## src/rtl/iter_divider.sv

```systemverilog
// iter_divider: multi-cycle radix-2 restoring divider for signed/unsigned DIV and MOD
module iter_divider #(
  parameter int WIDTH = 32
) (
  input  logic             aclk,
  input  logic             aresetn,
  input  logic             en,
  input  logic             is_signed,
  input  logic [WIDTH-1:0] dividend,
  input  logic [WIDTH-1:0] divisor,
  output logic [WIDTH-1:0] quotient,
  output logic [WIDTH-1:0] remainder,
  output logic             complete
);
  localparam int CW = $clog2(WIDTH) + 1;
  typedef enum logic [1:0] {IDLE, BUSY, FIX, DONE} state_t;
  state_t           r_state, w_next;
  logic             r_sgn, r_complete;
  logic [WIDTH-1:0] r_dvd, r_dvs, r_mag_a, r_mag_b, r_rem, r_quo, r_rmd;
  logic [CW-1:0]    r_cnt;
  logic             w_same, w_start, w_zero, w_last, w_ge, w_neg_q, w_neg_r;
  logic [WIDTH:0]   w_top;
  logic [WIDTH-1:0] w_diff;
  assign w_same  = {is_signed, dividend, divisor} == {r_sgn, r_dvd, r_dvs};
  assign w_start = en && (r_state == IDLE || (r_state == DONE && !w_same));
  assign w_zero  = divisor == '0;
  assign w_last  = r_cnt == CW'(WIDTH - 1);
  assign w_top   = {r_rem, r_mag_a[WIDTH-1]};
  assign w_ge    = w_top >= {1'b0, r_mag_b};
  assign w_diff  = w_top[WIDTH-1:0] - r_mag_b;
  assign w_neg_q = r_sgn && (r_dvd[WIDTH-1] ^ r_dvs[WIDTH-1]);
  assign w_neg_r = r_sgn && r_dvd[WIDTH-1];
  assign quotient  = r_quo;
  assign remainder = r_rmd;
  assign complete  = r_complete;
  // next state: a new or differing request restarts, en low always returns to idle
  always_comb begin
    w_next = r_state;
    unique case (r_state)
      IDLE:    w_next = w_start ? (w_zero ? DONE : BUSY) : IDLE;
      BUSY:    w_next = !en ? IDLE : (w_last ? FIX : BUSY);
      FIX:     w_next = en ? DONE : IDLE;
      DONE:    w_next = !en ? IDLE : (w_start ? (w_zero ? DONE : BUSY) : DONE);
      default: w_next = IDLE;
    endcase
  end
  // state register and registered completion flag, high exactly while in DONE
  always_ff @(posedge aclk or negedge aresetn) begin
    if (!aresetn) begin
      r_state    <= IDLE;
      r_complete <= 1'b0;
    end else begin
      r_state    <= w_next;
      r_complete <= w_next == DONE;
    end
  end
  // datapath: latch request, iterate shift/subtract, then sign-correct into outputs
  always_ff @(posedge aclk or negedge aresetn) begin
    if (!aresetn) begin
      r_sgn   <= 1'b0;
      r_dvd   <= '0;
      r_dvs   <= '0;
      r_mag_a <= '0;
      r_mag_b <= '0;
      r_rem   <= '0;
      r_cnt   <= '0;
      r_quo   <= '0;
      r_rmd   <= '0;
    end else if (w_start) begin
      r_sgn   <= is_signed;
      r_dvd   <= dividend;
      r_dvs   <= divisor;
      r_mag_a <= (is_signed && dividend[WIDTH-1]) ? -dividend : dividend;
      r_mag_b <= (is_signed && divisor[WIDTH-1]) ? -divisor : divisor;
      r_rem   <= '0;
      r_cnt   <= '0;
      if (w_zero) begin
        r_quo <= '1;
        r_rmd <= dividend;
      end
    end else if (r_state == BUSY && en) begin
      r_rem   <= w_ge ? w_diff : w_top[WIDTH-1:0];
      r_mag_a <= {r_mag_a[WIDTH-2:0], w_ge};
      r_cnt   <= r_cnt + 1'b1;
    end else if (r_state == FIX && en) begin
      r_quo <= w_neg_q ? -r_mag_a : r_mag_a;
      r_rmd <= w_neg_r ? -r_rem : r_rem;
    end
  end
endmodule

```

## config.mk

```make
export PLATFORM = sky130hd
export DESIGN_NAME = iter_divider
export DESIGN_NICKNAME = d
export VERILOG_FILES = /design/src/rtl/iter_divider.sv
export SDC_FILE = /design/constraint.sdc
export NUM_CORES = 1
export LEC_CHECK = 0
export BUFFER_PORTS_ARGS = -buffer_cell sky130_fd_sc_hd__buf_2
export CORE_ASPECT_RATIO = 1.2
export CORE_MARGIN = 3
export CORE_UTILIZATION = 45
export DETAILED_ROUTE_END_ITERATION = 8
export GPL_TIMING_DRIVEN = 0
export MAX_ROUTING_LAYER = met4
export PLACE_DENSITY = 0.7
export SLEW_MARGIN = 20
export SYNTH_ARGS = -nofsm -noshare
export SYNTH_HDL_FRONTEND = slang
export SYNTH_SLANG_ARGS = --single-unit
```

## constraint.sdc

```tcl
create_clock -name aclk -period 3 [get_ports aclk]
set_clock_uncertainty 0.15 [all_clocks]
set_input_delay 0.45 -clock aclk [delete_from_list [all_inputs] [get_ports aclk]]
set_output_delay 0.45 -clock aclk [all_outputs]
set_load 0.01 [all_outputs]
```

-- Word-level counts from Yosys, hierarchy flattened
Index checks and enable logic that the tools add are counted.
- register bits after elaboration: 234
- bits of input ports: 68
- output and inout bits: 65
- logic and storage cells: 69
- add/subtract/negate cells: 6
- order comparisons: 1
- eq/ne operators: 8
- mux-type cells: 27
- bitwise logic cells: 1
- reduce and logical (&&, ||, !) cells: 15
- operators by type and width (operator ; count):
    32-bit 2-to-1 mux ; 17
    32-bit negation ; 4
    65-bit equality test ; 1
    33-bit by 32-bit >= comparator with 1-bit output ; 1
    32-bit logical NOT ; 1
    32-bit subtractor ; 1
    2-bit 2-to-1 mux ; 7
    6-bit 2-to-1 mux ; 2
    1-bit logical AND ; 8
    2-bit case mux with 4 select lines ; 1
    6-bit by 1-bit adder with 6-bit output, second input constant ; 1
    2-bit equality test, second input constant ; 3
    6-bit by 5-bit equality test with 1-bit output, second input constant ; 1
    2-bit nonzero test ; 2
    3-bit AND reduction ; 1
    2-bit by 1-bit equality test with 1-bit output, second input constant ; 1
    2-bit logical NOT ; 1
    2-bit by 1-bit inequality test with 1-bit output, second input constant ; 1
    2-bit inequality test, second input constant ; 1
    1-bit logical NOT ; 1
    1-bit logical OR ; 1
    1-bit bitwise XOR ; 1

-- Logic depth before layout (Yosys ltp)
Gate-level depths: netlist of run 1.
- depth in word-level cells: 9
- depth in mapped cells: 14

-- Least setup slack after synthesis of run 1
No wires, ideal clock.
- path type: register -> register
- start point: register r_rem[0]
- end point: register r_rem[4]
- arrival: 2626 ps
- slack: 87 ps
- stages on the path, launching flop included: 13
- path buffers: 2
- clock period less this slack: 2913 ps
- cells stage by stage: dfrtp_1 > ha_1 > nor2b_1 > o31a_1 > o31a_1 > a21bo_2 > nor3_1 > o211a_1 > buf_2 > clkbuf_1 > nor2_1 > a21oi_1 > o22ai_1
- cells in the longest elaborated chain, start to end: 4
- elaborated cells between the ends (all ways): 5
- those cells by class: 1 x add/sub; 1 x order compare; 3 x mux
- RTL lines (element ; RTL line ; source):
    from (decl) ; 19 ; logic [WIDTH-1:0] r_dvd, r_dvs, r_mag_a, r_mag_b, r_rem, r_quo, r_rmd;
    from (signal assigned) ; 82 ; r_rem <= w_ge ? w_diff : w_top[WIDTH-1:0];
    32-bit subtractor or 33-bit by 32-bit >= comparator with 1-bit output (tied branches) ; 30, 29 ;
    32-bit 2-to-1 mux * ; 82 ;
    32-bit 2-to-1 mux * ; 81 ; end else if (r_state == BUSY && en) begin
    32-bit 2-to-1 mux * ; 69 ; end else if (w_start) begin
Every way passes the cells marked *; elsewhere a longest branch is shown, timed or not. The select of a mux whose other input is x is not followed.
A chain may end at the register's enable or synchronous reset.

-- Worst setup path in the final report of run 1
- start point: register r_dvs[9]
- end point: register r_rmd[5], in the netlist remainder[5]
- cells in the longest elaborated chain, start to end: 7
- elaborated cells between the ends (all ways): 10
- those cells by class: 3 x eq/ne; 1 x mux; 6 x reduce/logical
- RTL lines (element ; RTL line ; source):
    from (decl) ; 19 ;
    from (signal assigned) ; 72 ; r_dvs <= divisor;
    65-bit equality test * ; 24 ; assign w_same = {is_signed, dividend, divisor} == {r_sgn, r_dvd, r_dvs};
    1-bit logical NOT * ; 25 ; assign w_start = en && (r_state == IDLE || (r_state == DONE && !w_same));
    1-bit logical AND * ; 25 ;
    1-bit logical OR * ; 25 ;
    1-bit logical AND * ; 25 ;
    2-bit by 1-bit inequality test with 1-bit output (no source line), or another cell as far along ; n/a ;
    3-bit AND reduction (no source line) ; n/a ;
    to (signal assigned) ; 79 ; r_rmd <= dividend;
    to (signal assigned) ; 87 ; r_rmd <= w_neg_r ? -r_rem : r_rem;
    to (decl) ; 19 ;
Every way passes the cells marked *; elsewhere a longest branch is shown, timed or not.

==> results of run 1 <==
==> through the flow <==
step	cells	utilization	instance area [sq um]	setup TNS [ns]
floorplan	1660	-	14850	0
global placement	2176	0.4904	15910	-846.69
detailed placement	2178	0.4926	15980	-197.95
CTS	2235	0.5381	17450	-0.0008311
global route	2255	0.5600	18160	-1.810
finish	2255	0.5600	18160	-0.06973
==> state kept, by name (all words and copies together) (netlist names), 2 cells and up <==
register	cells
quotient	32
r_cnt	6
r_dvd	32
r_dvs	32
r_mag_a	32
r_mag_b	31
r_rem	32
r_state	2
remainder	32
==> cells in the final DEF, fill, tap and decap left out, drive strengths merged, types with 4 or more instances in the layout <==
master / Yosys / final
nand4: 22 / 22
a211oi: 12 / 12
or2: 4 / 4
nor3: 21 / 21
dfrtp: 233 / 233
nand2b: 7 / 7
mux2: 63 / 63
clkbuf: 77 / 109
xnor2: 110 / 110
o41ai: 8 / 8
ha: 37 / 37
a22oi: 27 / 27
nor2: 134 / 134
clkinv: 1 / 5
xor2: 100 / 100
mux2i: 37 / 37
or4: 10 / 10
nor2b: 6 / 6
a21o: 14 / 14
nor4: 22 / 22
o211ai: 5 / 5
o21ai: 148 / 148
o21a: 7 / 7
and2: 10 / 10
nand3: 18 / 18
o31a: 6 / 6
o31ai: 22 / 22
a31oi: 14 / 14
o22ai: 18 / 18
buf: 28 / 174
nand2: 174 / 174
a21oi: 123 / 123
or3: 11 / 11
nand3b: 7 / 7
inv: 84 / 85
==> critical path, stage by stage, from the launching register on <==
cell	delay (ns)
dfrtp_1	0.40
xnor2_2	0.25
nand4_1	0.12
nor4_1	0.30
nand3_1	0.28
o21a_1	0.31
o211a_4	0.29
clkbuf_8	0.19
clkbuf_8	0.20
nor2_2	0.18
a21oi_1	0.06
o21ai_0	0.20
==> final timing paths <==
check,slack (ns),cells past startpoint,from,endpoint
worst max-delay path,-0.04,11,r_dvs[9],remainder[5]
worst min-delay path,0.05,2,divisor[2],r_dvs[2]
worst max register to register,-0.04,11,r_dvs[9],remainder[5]
worst min register to register,0.32,2,remainder[20],remainder[20]
max in group asynchronous,1.16,4,aresetn,r_dvs[14]
min in group asynchronous,0.29,2,aresetn,remainder[31]
==> area by class of cell <==
cell class              count  area, sq um
flip-flops and latches    233         5844
diodes                      1        2.502
multi-input cells        1237         9027
clock inverters             7        113.9
well taps                 407        509.2
fillers                  2853        14270
plain buffers              98        585.6
inverters                  85        321.6
repair buffers            143        925.9
clock buffers              44        830.8
==> synthesized netlist by cell type, drive strengths merged, types with 3 or more instances <==
master  count
a211oi     12
a21boi      3
a21o       14
a21oi     123
a22oi      27
a31oi      14
a32oi       3
a41oi       3
and2       10
and3        3
buf        28
clkbuf     77
dfrtp     233
ha         37
inv        84
mux2       63
mux2i      37
nand2     174
nand2b      7
nand3      18
nand3b      7
nand4      22
nor2      134
nor2b       6
nor3       21
nor3b       3
nor4       22
o211ai      5
o21a        7
o21ai     148
o21bai      3
o22ai      18
o31a        6
o31ai      22
o41ai       8
or2         4
or3        11
or4        10
xnor2     110
xor2      100
==> where the power goes <==
group	internal [uW]	switching [uW]
clock network	2070	1380
registers	3630	737
logic	3060	3660
total	8760	5770
==> what timing repair did <==
action / 4_1_cts / 5_1_grt
hold endpoints to repair: 63 / 0
hold buffers: 1 / 0
setup endpoints to repair: 230 / 223
setup buffers: 10 / 18
cloned: 1 / 3
pin swaps: 13 / 44
gates resized for setup: 118 / 124
==> cells by family after synthesis <==
| kind of cell | after synthesis | share of synthesized area |
|---|---|---|
| AO/OA/AOI/OAI | 429 | 0.1744 |
| adder cells (fa/ha/maj) | 38 | 0.03252 |
| XOR/XNOR | 210 | 0.1239 |
| multiplexers | 100 | 0.07271 |
| AND/OR/NAND/NOR | 460 | 0.1507 |
| flip-flops | 233 | 0.3926 |
| buffers and inverters | 190 | 0.05316 |
==> layer usage <==
metal  up-vias  global-route usage  share of wire
li1       6108                   -              -
met1      6422              0.3355           0.39
met2       609              0.4519           0.49
met3       151             0.03571          0.064
met4         0              0.1226          0.055
met5         -                   -              0
==> reports/qor.csv, run 1 <==
metric,value,unit
first-pass GRT wire length,72970,um
number of global-route vias before repair,12988,
global route overflow,0,
die area,0.03523,sq mm
Max-Cap Viols,0,
synth unique cells,78,
Peak Freq,329.0,MHz
drt first pass iters,5,
worst hold margin,0.05204,ns
Starting Density,0.4579,
Slew headroom,0.4577,
layout cells sized above 1,0.2426,
initial antenna violation count,1,
GP Congestion,0.9719,
total design power,14530,uW
clk sink count,233,
max-slew violations,0,
Area Growth Syn to Fin,22.29,%
Worst Setup Start Kind,flip-flop,
"Clk pin slew, worst setup/hold paths",0.06,ns
CTS tree,done,
Yosys warnings,0,
via density per instance,5.894,
"Seq/Total Area, Yosys",0.3926,
Avg WL per Cell,21.53,um
status,"complete, but fails checks",
final setup violation count,5,
H-tree levels,1,
Mean Syn Cell Area,8.946,sq um
pre-CTS setup slack,-1.368,ns
unrepaired setup endpoints after global routing,yes,
Worst-Margin Slew,0.8090,ns
CTS buffer count,28,
final setup margin,-0.03926,ns
Yosys top cell area share,0.3926,
fin nets,1932,
leak pwr,0.007896,uW
antenna-violating nets left,0,
"top cells by area, synth","dfrtp_1 39%, xnor2_1 6.5%, xor2_1 5.9%, mux2_2 4.8%, nand2_1 4.4%",
core box area,0.03243,sq mm
GRT Util Overall,0.2737,
total number of vias,13290,
I/O Pins,133,
Post-DP HPWL,36080,um
Worst Path Arrival,3.36,ns
"FFs w/ async S/R, synth",1.000,
"Hold Violations, Final",0,
fin crit period,3.039,ns
Die X-Extent,171.8,um
Synth area leader,dfrtp_1,
# port buffers,109,
pin count of the biggest net entering global routing,93,
crit share post-route,1.013,
critical path required time,3.32,ns
Routed WL,48560,um
Seq cells post-synth,233,
failing checks,setup timing,
Cells after Synth,1660,
DRT iter0 DRCs,1037,
synthesized area,0.01485,sq mm
Post-synth EDFFs,0,
Most used DFF post-synth,dfrtp_1,
drt drc,0,
Max IR drop VDD,0.4656,mV
die height,205,um
Cell Pwr Density,800.3,mW/mm^2
post-synth net total,1766,
Crit Path Class,reg -> reg,
Max Fanout on Critical Path,10,
Clock Latency Late Sink,0.57,ns
Max Buffers Root-to-Sink,3,
HP Class,in -> reg,
Root Buffer,clkbuf_16,
Cell Rows,72,
Setup crit end kind,flip-flop,
(Power assumes the default switching activity.)
==> run 2: changes to the inputs <==
PLACE_DENSITY = 0.67   (was 0.7)
clock period = 3.05 ns   (was 3 ns; I/O delays follow)
==> run 2 against run 1 <==
The flow now finishes without violations. First-iteration DRC count is 15% higher. Register-to-register slack better by 0.08 ns. Clock-buffer cell count is 5 lower. Sequential cell count stayed put.
==> reports/qor.csv, run 2 (synthesis results as in run 1) <==
metric,value,unit
DP Cell Count,2178,
Worst setup endpoint,r_rem[21],
Avg WL per Cell,21.34,um
CTS buffer count,27,
"Clk pin slew, worst setup/hold paths",0.07,ns
GRT Util Overall,0.2750,
"commonest non-fill, non-tap cell in the layout",dfrtp_1,
drt first pass iters,7,
unrepaired setup endpoints after global routing,yes,
Max Buffers Root-to-Sink,3,
CP cell instances,inv_2 -> ha_4 -> nor2b_4 -> o31a_1 -> o31a_1 -> a21bo_2 -> nor3_4 -> o211a_4 -> buf_12 -> buf_8 -> mux2i_1 -> o22ai_1,
die area,0.03523,sq mm
R2R Setup Slk,0.04,ns
clk sink count,233,
Clock Latency Late Sink,0.56,ns
Critical Path Source,r_mag_b[1],
crit share post-route,0.9869,
Root Buffer,clkbuf_16,
GP Congestion,0.9391,
HP Class,in -> reg,
via density per instance,5.808,
number of global-route vias before repair,12787,
CTS tree,done,
Max-Cap Viols,0,
highest routed metal layer,met4,
Area Growth Syn to Fin,21.83,%
# port buffers,109,
max incr delay on CP,0.40,ns
Routed WL,48010,um
first-pass GRT wire length,73310,um
"Hold Violations, Final",0,
HP Start,divisor[2],
drt drc,0,
final setup margin,0.04002,ns
pre-CTS setup slack,-1.283,ns
Crit path top cell by count,o31a_1,
leak pwr,0.007866,uW
Die X-Extent,171.8,um
DR WL met2,23410,um
max-slew violations,0,
Max IR drop VDD,0.5060,mV
die height,205,um
CP bufs+invs,3,
FF-to-FF Start,r_mag_b[1],
fin crit period,3.010,ns
worst reg2reg endpoint,r_rem[21],
Post-DP HPWL,36270,um
Max Fanout on Critical Path,5,
Top delay family on crit path,compound AO/OA/AOI/OAI gates,
Cell Pwr Density,792.3,mW/mm^2
Cell Rows,72,
Crit Path Class,reg -> reg,
Setup crit end kind,flip-flop,
Slew headroom,0.4124,
fin cells,2250,
pin count of the biggest net entering global routing,81,
final core area utilization,0.5579,
initial antenna violation count,1,
Metal-1 WL,19540,um
total design power,14340,uW
final setup violation count,0,
global route overflow,0,
antenna-violating nets left,0,
layout cells sized above 1,0.2503,
critical path required time,3.31,ns
H-tree levels,1,
Starting Density,0.4579,
Worst Path Arrival,3.27,ns
fin nets,1927,
status,completed,
Worst Setup Start Kind,flip-flop,
"Slowest-stage cell, CP",dfrtp_1,
most frequent cells in the layout,"217 x dfrtp_1, 173 x nand2_1, 122 x buf_2",
DRT iter0 DRCs,1191,
CP Depth,12,
Peak Freq,332.2,MHz
I/O Pins,133,
setup TNS,0,ns
metal3 WL,2897,um
Reg2Reg Depth,12,
core box area,0.03243,sq mm
Worst-Margin Slew,0.8814,ns
total number of vias,13069,
run 2: cell count changes in the layout (fill, tap and decap cells not counted), moves of 8 or more:
cell / change
a21oi_2: +10
a21oi_1: -9
o21ai_1: +8
xnor2_1: +8
xnor2_2: -8
run 2: worst reg2reg max path: stages (launching register included):
cell and delay [ns]:
dfrtp_1 0.40, inv_2 0.09, ha_4 0.20, nor2b_4 0.12, o31a_1 0.26, o31a_1 0.29, a21bo_2 0.27, nor3_4 0.25
o211a_4 0.24, buf_12 0.14, buf_8 0.13, mux2i_1 0.21, o22ai_1 0.09
run 2: how the worst min path moves through the flow:
stage | slack, ns | to | depth (start not counted)
after floorplan | 0.01 | complete | 0
after global placement | 0.31 | quotient[16] | 1
after detailed placement | 0.31 | quotient[16] | 1
after CTS | 0.04 | r_dvs[2] | 2
after global routing | 0.05 | r_dvs[2] | 2
final | 0.06 | r_dvs[2] | 2
run 2: cell type report:
class                      instances  area (sq um)
timing repair buffer             139         903.4
fill                            2922         14340
clock buffer                      39         810.8
tap                              407         509.2
clock inverter                    11         151.4
inverter                          85         319.1
buffer                            98         623.1
multi-input combinational       1237          8922
antenna                            1         2.502
sequential                       233          5851
run 2: where the power goes:
| part | internal [uW] | switching (uW) | leakage (uW) |
|---|---|---|---|
| registers | 3570 | 715 | 0.00273 |
| clock network | 2110 | 1360 | 0.000477 |
| logic | 2970 | 3610 | 0.00465 |
| total | 8650 | 5690 | 0.00787 |
run 2: routing by layer:
metal	global-route usage	vias up
met5	-	-
met4	0.1167	0
li1	-	6103
met1	0.3419	6358
met2	0.4520	501
met3	0.03532	107
run 2: timing repair:
item / 4_1_cts / 5_1_grt
setup buffers: 10 / 14
endpoints found under the hold margin: 79 / 0
pin swaps: 15 / 34
endpoints found under the setup margin: 229 / 207
gates resized for setup: 118 / 159
gates cloned: 2 / 2
hold buffers: 1 / 0
run 2: per-stage QoR:
step	hold slack [ns]	area, sq um
finish	0.05914	18090
global route	0.04874	18090
CTS	0.04050	17510
detailed placement	0.3148	15980
global placement	0.3111	15910
floorplan	0.01191	14850
